## config.mk

```make
export PLATFORM = sky130hd
export DESIGN_NAME = sequence_framer_tx
export DESIGN_NICKNAME = d
export VERILOG_FILES = /design/src/rtl/sequence_framer_tx_pkg.sv /design/src/rtl/sequence_framer_tx_piso_shift.sv /design/src/rtl/sequence_framer_tx.sv
export SDC_FILE = /design/constraint.sdc
export NUM_CORES = 1
export LEC_CHECK = 0
export BUFFER_PORTS_ARGS = -buffer_cell sky130_fd_sc_hd__buf_2
export CAP_MARGIN = 25
export CORE_MARGIN = 5
export CORE_UTILIZATION = 36
export DETAILED_ROUTE_END_ITERATION = 8
export MAX_ROUTING_LAYER = met4
export PLACE_DENSITY_LB_ADDON = 0.25
export SETUP_SLACK_MARGIN = 0.4
export SLEW_MARGIN = 10
export SYNTH_ARGS = -nofsm -noshare
export SYNTH_HDL_FRONTEND = slang
export SYNTH_SLANG_ARGS = --single-unit
export TNS_END_PERCENT = 30
```

## constraint.sdc

```tcl
create_clock -name clk -period 2.87 [get_ports clk]
set_clock_uncertainty 0.2 [all_clocks]
set_input_delay 0.287 -clock clk [delete_from_list [all_inputs] [get_ports clk]]
set_output_delay 0.287 -clock clk [all_outputs]
set_load 0.01 [all_outputs]
```

## src/rtl/sequence_framer_tx_pkg.sv

```systemverilog
// sequence_framer_tx_pkg: state encoding, default sync pattern and counter sizing
package sequence_framer_tx_pkg;
    typedef enum logic [1:0] {
        S_IDLE = 2'd0,
        S_SYNC = 2'd1,
        S_DATA = 2'd2,
        S_GAP  = 2'd3
    } state_t;
    localparam logic [3:0] DEF_PATTERN = 4'b1001;
    function automatic int cnt_width(input int a, input int b, input int c);
        int m;
        m = (a > b) ? a : b;
        m = (m > c) ? m : c;
        return $clog2(m + 1);
    endfunction
endpackage

```

## src/rtl/sequence_framer_tx_piso_shift.sv

```systemverilog
// piso_shift: parallel-load, MSB-first shift register
module piso_shift #(
    parameter int W = 8
) (
    input  logic         clk,
    input  logic         rst,
    input  logic         i_load,
    input  logic         i_shift,
    input  logic [W-1:0] i_data,
    output logic         o_msb
);
    logic [W-1:0] r_sr;
    // load wins over shift; each shift brings the next payload bit into the MSB
    always_ff @(posedge clk) begin
        if (rst) r_sr <= '0;
        else if (i_load) r_sr <= i_data;
        else if (i_shift) r_sr <= r_sr << 1;
    end
    assign o_msb = r_sr[W-1];
endmodule

```

## src/rtl/sequence_framer_tx.sv

```systemverilog
// sequence_framer_tx: serial framer sending a sync pattern, an MSB-first payload and an idle gap
module sequence_framer_tx
    import sequence_framer_tx_pkg::*;
#(
    parameter int                PAT_W   = 4,
    parameter logic [PAT_W-1:0]  PATTERN = PAT_W'(DEF_PATTERN),
    parameter int                DATA_W  = 8,
    parameter int                GAP     = 2
) (
    input  logic              clk,
    input  logic              rst,
    input  logic              start,
    input  logic [DATA_W-1:0] data_in,
    output logic              ready,
    output logic              tx,
    output logic              tx_valid,
    output logic              done
);
    localparam int CNT_W = cnt_width(PAT_W, DATA_W, GAP);
    state_t           r_state, w_nxt;
    logic [CNT_W-1:0] r_cnt, w_cnt, w_cm1;
    logic             r_tx, r_valid, r_done, r_ready;
    logic             w_tx, w_valid, w_done, w_load, w_shift, w_msb, w_pbit;

    piso_shift #(.W(DATA_W)) u_piso (
        .clk     (clk),
        .rst     (rst),
        .i_load  (w_load),
        .i_shift (w_shift),
        .i_data  (data_in),
        .o_msb   (w_msb)
    );

    assign w_cm1  = r_cnt - 1'b1;
    assign w_pbit = |(PATTERN & (PAT_W'(1) << w_cm1));

    // next state and next output values; with GAP=0 ready rises on the last payload bit,
    // so an accepted start there chains the next frame with no idle cycle
    always_comb begin
        w_nxt   = S_IDLE;
        w_cnt   = '0;
        w_tx    = 1'b0;
        w_valid = 1'b0;
        w_done  = 1'b0;
        w_shift = 1'b0;
        w_load  = start && r_ready;
        case (r_state)
            S_SYNC: begin
                w_nxt   = (r_cnt == '0) ? S_DATA : S_SYNC;
                w_cnt   = (r_cnt == '0) ? CNT_W'(DATA_W - 1) : w_cm1;
                w_tx    = (r_cnt == '0) ? w_msb : w_pbit;
                w_valid = 1'b1;
                w_shift = (r_cnt == '0);
            end
            S_DATA: begin
                w_nxt   = (r_cnt != '0) ? S_DATA : (GAP != 0) ? S_GAP : S_IDLE;
                w_cnt   = (r_cnt != '0) ? w_cm1 : CNT_W'((GAP > 0) ? GAP - 1 : 0);
                w_tx    = (r_cnt != '0) && w_msb;
                w_valid = (r_cnt != '0);
                w_done  = (r_cnt == '0);
                w_shift = (r_cnt != '0);
            end
            S_GAP: begin
                w_nxt = (r_cnt == '0) ? S_IDLE : S_GAP;
                w_cnt = (r_cnt == '0) ? '0 : w_cm1;
            end
            default: w_nxt = S_IDLE;
        endcase
        if (w_load) begin
            w_nxt   = S_SYNC;
            w_cnt   = CNT_W'(PAT_W - 1);
            w_tx    = PATTERN[PAT_W-1];
            w_valid = 1'b1;
            w_shift = 1'b0;
        end
    end

    // state, counter and registered outputs; reset drops any frame in flight without done
    always_ff @(posedge clk) begin
        if (rst) begin
            r_state <= S_IDLE;
            r_cnt   <= '0;
            r_tx    <= 1'b0;
            r_valid <= 1'b0;
            r_done  <= 1'b0;
            r_ready <= 1'b1;
        end else begin
            r_state <= w_nxt;
            r_cnt   <= w_cnt;
            r_tx    <= w_tx;
            r_valid <= w_valid;
            r_done  <= w_done;
            r_ready <= (w_nxt == S_IDLE) || (GAP == 0 && w_nxt == S_DATA && w_cnt == '0);
        end
    end

    assign ready    = r_ready;
    assign tx       = r_tx;
    assign tx_valid = r_valid;
    assign done     = r_done;
endmodule

```

Word level (Yosys, flattened, before mapping):

Index checks and enable logic that the tools add are counted.

* register bits: 18
* bits in latches: 0
* memories kept: 0
* input port bits: 11
* memory bits (writable): 0
* ROM bits: 0

* $lt $le $gt $ge: 0
* shift-type cells: 1
* equality and inequality tests: 3
* multipliers: 0
* $add $sub $neg: 1
* multiplexer cells: 19
* divide/modulo/power cells: 0
* reduce and logical (&&, ||, !) cells: 9
* bitwise gates (word level): 1

Operator list (count)
* two-way mux 8 bit: 2
* two-way mux 4 bit: 3
* one-hot mux 4 bit (3 select lines): 1
* two-way mux 2 bit: 4
* one-hot mux 1 bit (2 select lines): 3
* one-hot mux 2 bit (3 select lines): 1
* OR reduction 2 bit: 3
* two-way mux 1 bit: 5
* == test 2 bit, second input constant: 2
* zero test 4 bit: 1
* nonzero test 4 bit: 1
* left shift 1 x 4 -> 4 bit, first input constant: 1
* subtractor 4 x 1 -> 4 bit, second input constant: 1
* == test 2 x 1 -> 1 bit, second input constant: 1
* logical AND 1 bit: 2
* zero test 2 bit: 1
* nonzero test 2 bit: 1
* inverter 1 bit: 1

Longest topological paths before layout:

Gate-level depths: netlist (run 1).

* depth after elaboration: 6
* mapped depth: 7
* gate-level depth less buffers: 6

Cells and area by module:

A second synthesis (run 1) with hierarchy kept.

* cells, all modules: 105
* area, all modules: 950.9 um^2

Modules (own cells, without submodules)
* sequence_framer_tx: cells an instance 70, area an instance 581.8 um^2, times used 1
* piso_shift: cells an instance 35, area an instance 369.1 um^2, times used 1

Worst setup path after synthesis (run 1):

OpenSTA, ideal clock, no wires.

* path type: reg-to-reg
* start point: reg r_cnt[0]
* end point: reg u_piso.r_sr[6]
* path slack: 972 ps
* period minus slack after synthesis: 1898 ps
* path buffers: 0
* setup time: 88 ps
* arrival: 1610 ps
* stages on the path, launching flop included: 7
* cells stage by stage: dfxtp_1 inv_1 ha_1 nor3b_4 mux2i_2 nand2_1 a311oi_2

* word-level cells in the longest chain between the ends: 4

Ends and longest elaborated chain
* start, declared: RTL line sequence_framer_tx.sv:21 `logic [CNT_W-1:0] r_cnt, w_cnt, w_cm1;`
* start signal, assigned: RTL line sequence_framer_tx.sv:89 `r_cnt <= w_cnt;`
* nonzero test 4 bit or zero test 4 bit (tied branches): RTL line sequence_framer_tx.sv:61, sequence_framer_tx.sv:53
* one-hot mux 1 bit (2 select lines) *: RTL line sequence_framer_tx.sv:47 `case (r_state)`
* two-way mux 1 bit *: RTL line sequence_framer_tx.sv:69 `if (w_load) begin`
* nonzero test 2 bit (no line) *
* end signal, assigned: RTL line sequence_framer_tx_piso_shift.sv:16 `else if (i_load) r_sr <= i_data;`
* end signal, assigned: RTL line sequence_framer_tx_piso_shift.sv:17 `else if (i_shift) r_sr <= r_sr << 1;`
* end, declared: RTL line sequence_framer_tx_piso_shift.sv:12 `logic [W-1:0] r_sr;`

Mark *: on every way between the ends. The rest lies on a longest branch, timed or not.
A chain may end at the register's enable or synchronous reset.

Final worst setup path (run 1):

Ends and elaborated chain as after synthesis.

==> impl_metrics.yaml, run 1 <==
die:
  die_area_sq_um: 3511
  start_util_pct: 38.73
  core_area_sq_um: 2255
  die_x_um: 59.26
  fp.dieH_um: 59.26
  num_rows: 17
  ios: 15
global_routing:
  grt_max_degree: 19
  grt_antenna_before_repair: 0
  grt_pass1_wl_um: 2994
  overflow: 0
  grt_pass1_vias: 728
  grt_use_total_pct: 11.27
logic_synthesis:
  synth_nets: 120
  synth.most_common_cell: "nand2_1"
  synth_area_leaders: "dfxtp_1 (41%), nand2_1 (8.6%), ha_1 (7.2%)"
  ys_seq_elements: 18
  synthTopCellsByCount: "nand2_1 (20), dfxtp_1 (18), nor2_1 (9)"
  yosysTopAreaCell: "dfxtp_1"
  syn_avg_cell_area_sq_um: 8.397
  ys.flop_type: "dfxtp_1"
  synth_cell_types: 28
  syn-cell-area_sq_um: 873.3
  synth_warnings: 0
  synth_edf_count: 0
  netlist_instances: 104
  synth_top_area_share_pct: 41.26
  async_flop_share_pct: 0
  ys_seq_area_share_pct: 41.26
drt:
  ant_nets: 0
  vias_per_cell: 5.233
  wl_per_cell_um: 11.86
  via_count: 764
  routed_wl_um: 1732
  drt_iter0_drc: 14
  drcViolationCount: 0
  firstDrtPassIters: 4
sta:
  fin_setup_tns_ns: 0
  min_period_ns: 2.144
  fin_ws_ns: 0.7260
  finalMaxSlewViolations: 0
  fin_crit_sh_pct: 74.70
  max_slew_margin_pct: 63.91
  tightest_slew_ns: 0.5400
  final_hold_viol_count: 0
  finalSetupViolCount: 0
  rsz0062_at_grt: "false"
  fmax_mhz: 466.4
clocking:
  post_cts_buffers: 0
  clk_latency_ns: 0.29
  cts_buffers: 3
  clockRootBuffer: "clkbuf_4"
  cts_htree_levels: 1
  cts.repair.resized: 0
  cts_tree: "built"
  cts_hold_buf: 0
  cts.path.max_buffers: 2
  clkTransAtPathRegs_ns: 0.11
  clock-sinks: 18
worst_setup_path:
  crit_chain: "inv_1, ha_1, nor3b_4, mux2i_2, nand2_1, a311oi_2"
  worst-path-max-fanout: 8
  crit_family: "simple AND/OR/NAND/NOR gates"
  cp-start-kind: "register"
  path_class: "reg -> reg"
  critPathSlowestCell: "mux2i_2"
  cp.required_ns: 2.88
  max_stage_delay_ns: 0.50
  arrival_ns: 2.16
  worst-path-buf-inv: 1
  endpoint_kind: "register"
place:
  place_congestion: 0.9040
  hpwlAfterDp_um: 1276
  port_buffers: 14
  post-place-ws_ns: 0.7343
pwr:
  switching_share_pct: 27.29
  seqPwrFrac_pct: 52.1
  pwr-share-clk_pct: 29.4
  p_leak_nw: 0.4076
  internal-power_uw: 387.6
  power_density_nw_per_um2: 535.8
  p_switching_uw: 145.4
  ir_drop_v: 0.0002926
  power_frac_comb_pct: 18.5
cells_and_area:
  nNetsFinal: 135
  syn2layout_area_growth_pct: 13.90
  drive_gt1_share_pct: 21.19
  antenna_cells: 0
flow_run:
  maxCapViolCount: 0
outcome:
  status: "finished, final reports clean"
min_path:
  min_path_type: "in -> reg"
-- layout make-up --
class	count	area (sq um)
Tap cell	28	35.03
Timing Repair Buffer	14	70.07
Sequential cell	18	360.3
Multi-Input combinational cell	77	474.2
Fill cell	242	1260
Clock buffer	4	36.28
Inverter	5	18.77
-- logic make-up (layout without fill, tap and decap cells) --
logic type / count (synthesis) / in the layout / synth area share (%)
AOI/OAI and AO/OA: 24 / 24 / 17.48
xor gates and xnor gates: 3 / 3 / 3.009
adders and majority gates: 5 / 5 / 7.163
buffers and inverters: 9 / 23 / 4.442
DFF: 18 / 18 / 41.26
muxes: 2 / 2 / 3.294
and+or+nand+nor: 43 / 43 / 23.35
-- worst paths after layout --
path,startpoint,endpoint,slack (ns),cells after the start
setup / recovery,r_cnt[0],u_piso.r_sr[6],0.73,6
hold / removal,data_in[0],u_piso.r_sr[0],0.05,3
setup reg to reg,r_cnt[0],u_piso.r_sr[6],0.73,6
hold reg to reg,u_piso.r_sr[0],u_piso.r_sr[1],0.27,2
-- flip-flops by register name, summed over array words and instances (netlist names) --
name,count
done,1
r_cnt,4
r_state,2
ready,1
tx,1
tx_valid,1
u_piso.r_sr,8
-- worst reg2reg max path, stage by stage (launching register included) --
cell and delay [ns]:
dfxtp_1 0.35, inv_1 0.06, ha_1 0.18, nor3b_4 0.38, mux2i_2 0.50, nand2_1 0.12
a311oi_2 0.28
-- power groups by stage --
stage | clock [mW] | combinational [mW] | sequential (mW)
after floorplan | 0 | 0.0743 | 0.283
after global placement | 0 | 0.0974 | 0.283
after detailed placement | 0 | 0.0983 | 0.283
after CTS | 0.160 | 0.0984 | 0.278
after global routing | 0.173 | 0.110 | 0.280
final | 0.157 | 0.0985 | 0.278
-- cells in the final DEF (no fill, tap or decap), types with 2 or more instances in the layout --
master     n
ha_1       5
nand2_1   20
clkbuf_4   3
a21o_1     2
nor2_1     9
a21oi_1    4
a31oi_1    6
xnor2_1    3
o21ai_0    8
nor3_1     4
buf_2     14
inv_1      5
nand3_1    3
dfxtp_1   18
-- routing by layer --
layer / part of all wire [%] / wire length, um / GRT usage [%] / up-vias
met5: 0 / 0 / - / -
met4: 0 / 0 / 5.825 / 0
met3: 4.8 / 83 / 2.179 / 0
met2: 44 / 768 / 16.38 / 15
met1: 51 / 881 / 14.66 / 360
li1: - / - / - / 389
-- per-stage QoR --
step	hold slack [ns]	utilization, %	cells	area [sq um]	power, mW
after floorplan	0.2389	-	104	873.3	0.3575
after global placement	0.2517	42.51	142	958.4	0.3803
after detailed placement	0.2619	42.51	142	958.4	0.3816
after CTS	0.03774	44.12	146	994.7	0.5362
after global routing	0.04966	44.12	146	994.7	0.5628
final	0.04590	44.12	146	994.7	0.5330
No activity file was read; power rests on OpenSTA's default activity.
==> run 2: changes to the inputs <==
- clock period: 2.87 -> 2 ns (I/O delays scaled with it)
==> run 2 against run 1 <==
Combinational power increased by 95%. Clock power increased by 46%. Cell area increased by 14%. Setup slack got worse by 0.52 ns. Maximum frequency increased by 20%. Cell count increased by 5.5%. Global-route usage increased by 0.98 points. Sequential share of layout area decreased by 4.4 points. Register-to-register slack got worse by 0.52 ns. Critical endpoint is now u_piso.r_sr[2]. Hold slack got worse by 0.030 ns. Routed wire length increased by 12%.
==> impl_metrics.yaml, run 2 (synthesis results as in run 1) <==
outcome:
  status: "finished, final reports clean"
clocking:
  clk_latency_ns: 0.30
  clockRootBuffer: "clkbuf_4"
  clkTransAtPathRegs_ns: 0.11
  clock-sinks: 18
  cts_tree: "built"
  cts.path.max_buffers: 2
  cts_buffers: 3
  cts_htree_levels: 1
sta:
  whs_ns: 0.01577
  final_hold_viol_count: 0
  max_slew_margin_pct: 62.06
  fmax_mhz: 558.8
  fin_setup_tns_ns: 0
  finalMaxSlewViolations: 0
  min_period_ns: 1.789
  tightest_slew_ns: 0.5677
  fin_crit_sh_pct: 89.47
  finalSetupViolCount: 0
  rsz0062_at_grt: "true"
worst_setup_path:
  max_stage_delay_ns: 0.34
  worst-path-max-fanout: 6
  worst-path-buf-inv: 2
  arrival_ns: 1.82
  crit_chain: "inv_2, ha_4, nor3b_4, mux2i_4, buf_12, nand2_4, a31oi_2"
  crit_family: "flip-flops"
  path_class: "reg -> reg"
  cp.required_ns: 2.03
  endpoint_kind: "register"
  critPathSlowestCell: "dfxtp_2"
  cp-start-kind: "register"
pwr:
  p_leak_nw: 0.4581
  seqPwrFrac_pct: 48.8
  power_frac_comb_pct: 23.3
  internal-power_uw: 591.3
  power_density_nw_per_um2: 724.3
  switching_share_pct: 28.30
  p_switching_uw: 233.4
  ir_drop_v: 0.0005030
  power_uw: 824.7
  pwr-share-clk_pct: 27.9
drt:
  wl_met1_um: 922
  wl_per_cell_um: 12.56
  routed.top_layer: "met4"
  drcViolationCount: 0
  drt_iter0_drc: 10
  vias_per_cell: 5.253
  via_count: 809
  firstDrtPassIters: 4
  met3_length_um: 75
  met2_length_um: 904
  ant_nets: 0
  routed_wl_um: 1934
place:
  port_buffers: 14
  place_congestion: 0.8288
  hpwlAfterDp_um: 1321
cells_and_area:
  antenna_cells: 0
  final_util_pct: 50.50
  top_register: "u_piso.r_sr"
  multi_input_area_sq_um: 535.5
  drive_gt1_share_pct: 32.54
  syn2layout_area_growth_pct: 30.37
  largestRegisters: "u_piso.r_sr: 8 flops, r_cnt: 4 flops, r_state: 2 flops"
  largest_reg_flops: 8
  fill_cells: 225
  layout_common_cells: "nand2_1 (17), dfxtp_1 (16), buf_2 (14)"
  mostFrequentLayoutCell: "nand2_1"
  regArea_sq_um: 362.8
  nNetsFinal: 143
flow_run:
  maxCapViolCount: 0
min_path:
  min_path_type: "in -> reg"
die:
  fp.dieH_um: 59.26
  die_x_um: 59.26
  num_rows: 17
  ios: 15
  start_util_pct: 38.73
  core_area_sq_um: 2255
  die_area_sq_um: 3511
global_routing:
  grt_use_total_pct: 12.26
  grt_antenna_before_repair: 0
  grt_pass1_wl_um: 3243
  grt_max_degree: 19
  overflow: 0
  grt_pass1_vias: 724
[run 2: timing repair]
action | in CTS | in global routing
hold buffers | 3 | 0
pin swaps | 6 | 5
buffers inserted | 3 | 1
setup endpoints to repair | 14 | 16
resized for setup | 4 | 6
hold endpoints to repair | 4 | 0
[run 2: layer usage]
metal	vias up	global-route usage [%]
met4	0	4.854
met5	-	-
met3	5	1.961
li1	403	-
met2	18	18.41
met1	383	16.29
[run 2: final timing paths]
check	endpoint	startpoint	slack [ns]	cells past startpoint
worst max-delay path	u_piso.r_sr[2]	r_cnt[1]	0.21	7
worst min-delay path	u_piso.r_sr[5]	data_in[5]	0.02	3
worst max register to register	u_piso.r_sr[2]	r_cnt[1]	0.21	7
worst min register to register	u_piso.r_sr[0]	u_piso.r_sr[0]	0.27	2
[run 2: worst min-delay path: stages]
cell and delay [ns]:
buf_2 0.07, o21ai_0 0.07, a31oi_1 0.14
[run 2: final cells by class]
class,instances,area share [%]
clock buffer,4,3.187
inverter,5,1.648
multi-input combinational,77,47.03
sequential,18,31.87
tap,28,3.077
timing repair buffer,22,13.19
[run 2: power groups by stage]
stage	logic (mW)	clock network (mW)	registers, mW
floorplan	0.117	0	0.408
global placement	0.155	0	0.407
detailed placement	0.156	0	0.408
CTS	0.179	0.233	0.400
global route	0.213	0.245	0.406
finish	0.192	0.230	0.402
[run 2: through the flow]
| step | setup slack, ns | std cells | cell area, sq um |
|---|---|---|---|
| final | 0.2105 | 154 | 1139 |
| after global routing | 0.1418 | 154 | 1139 |
| after CTS | 0.2260 | 153 | 1104 |
| after detailed placement | 0.1915 | 143 | 996.0 |
| after global placement | 0.2220 | 143 | 996.0 |
| after floorplan | 0.2126 | 104 | 903.4 |
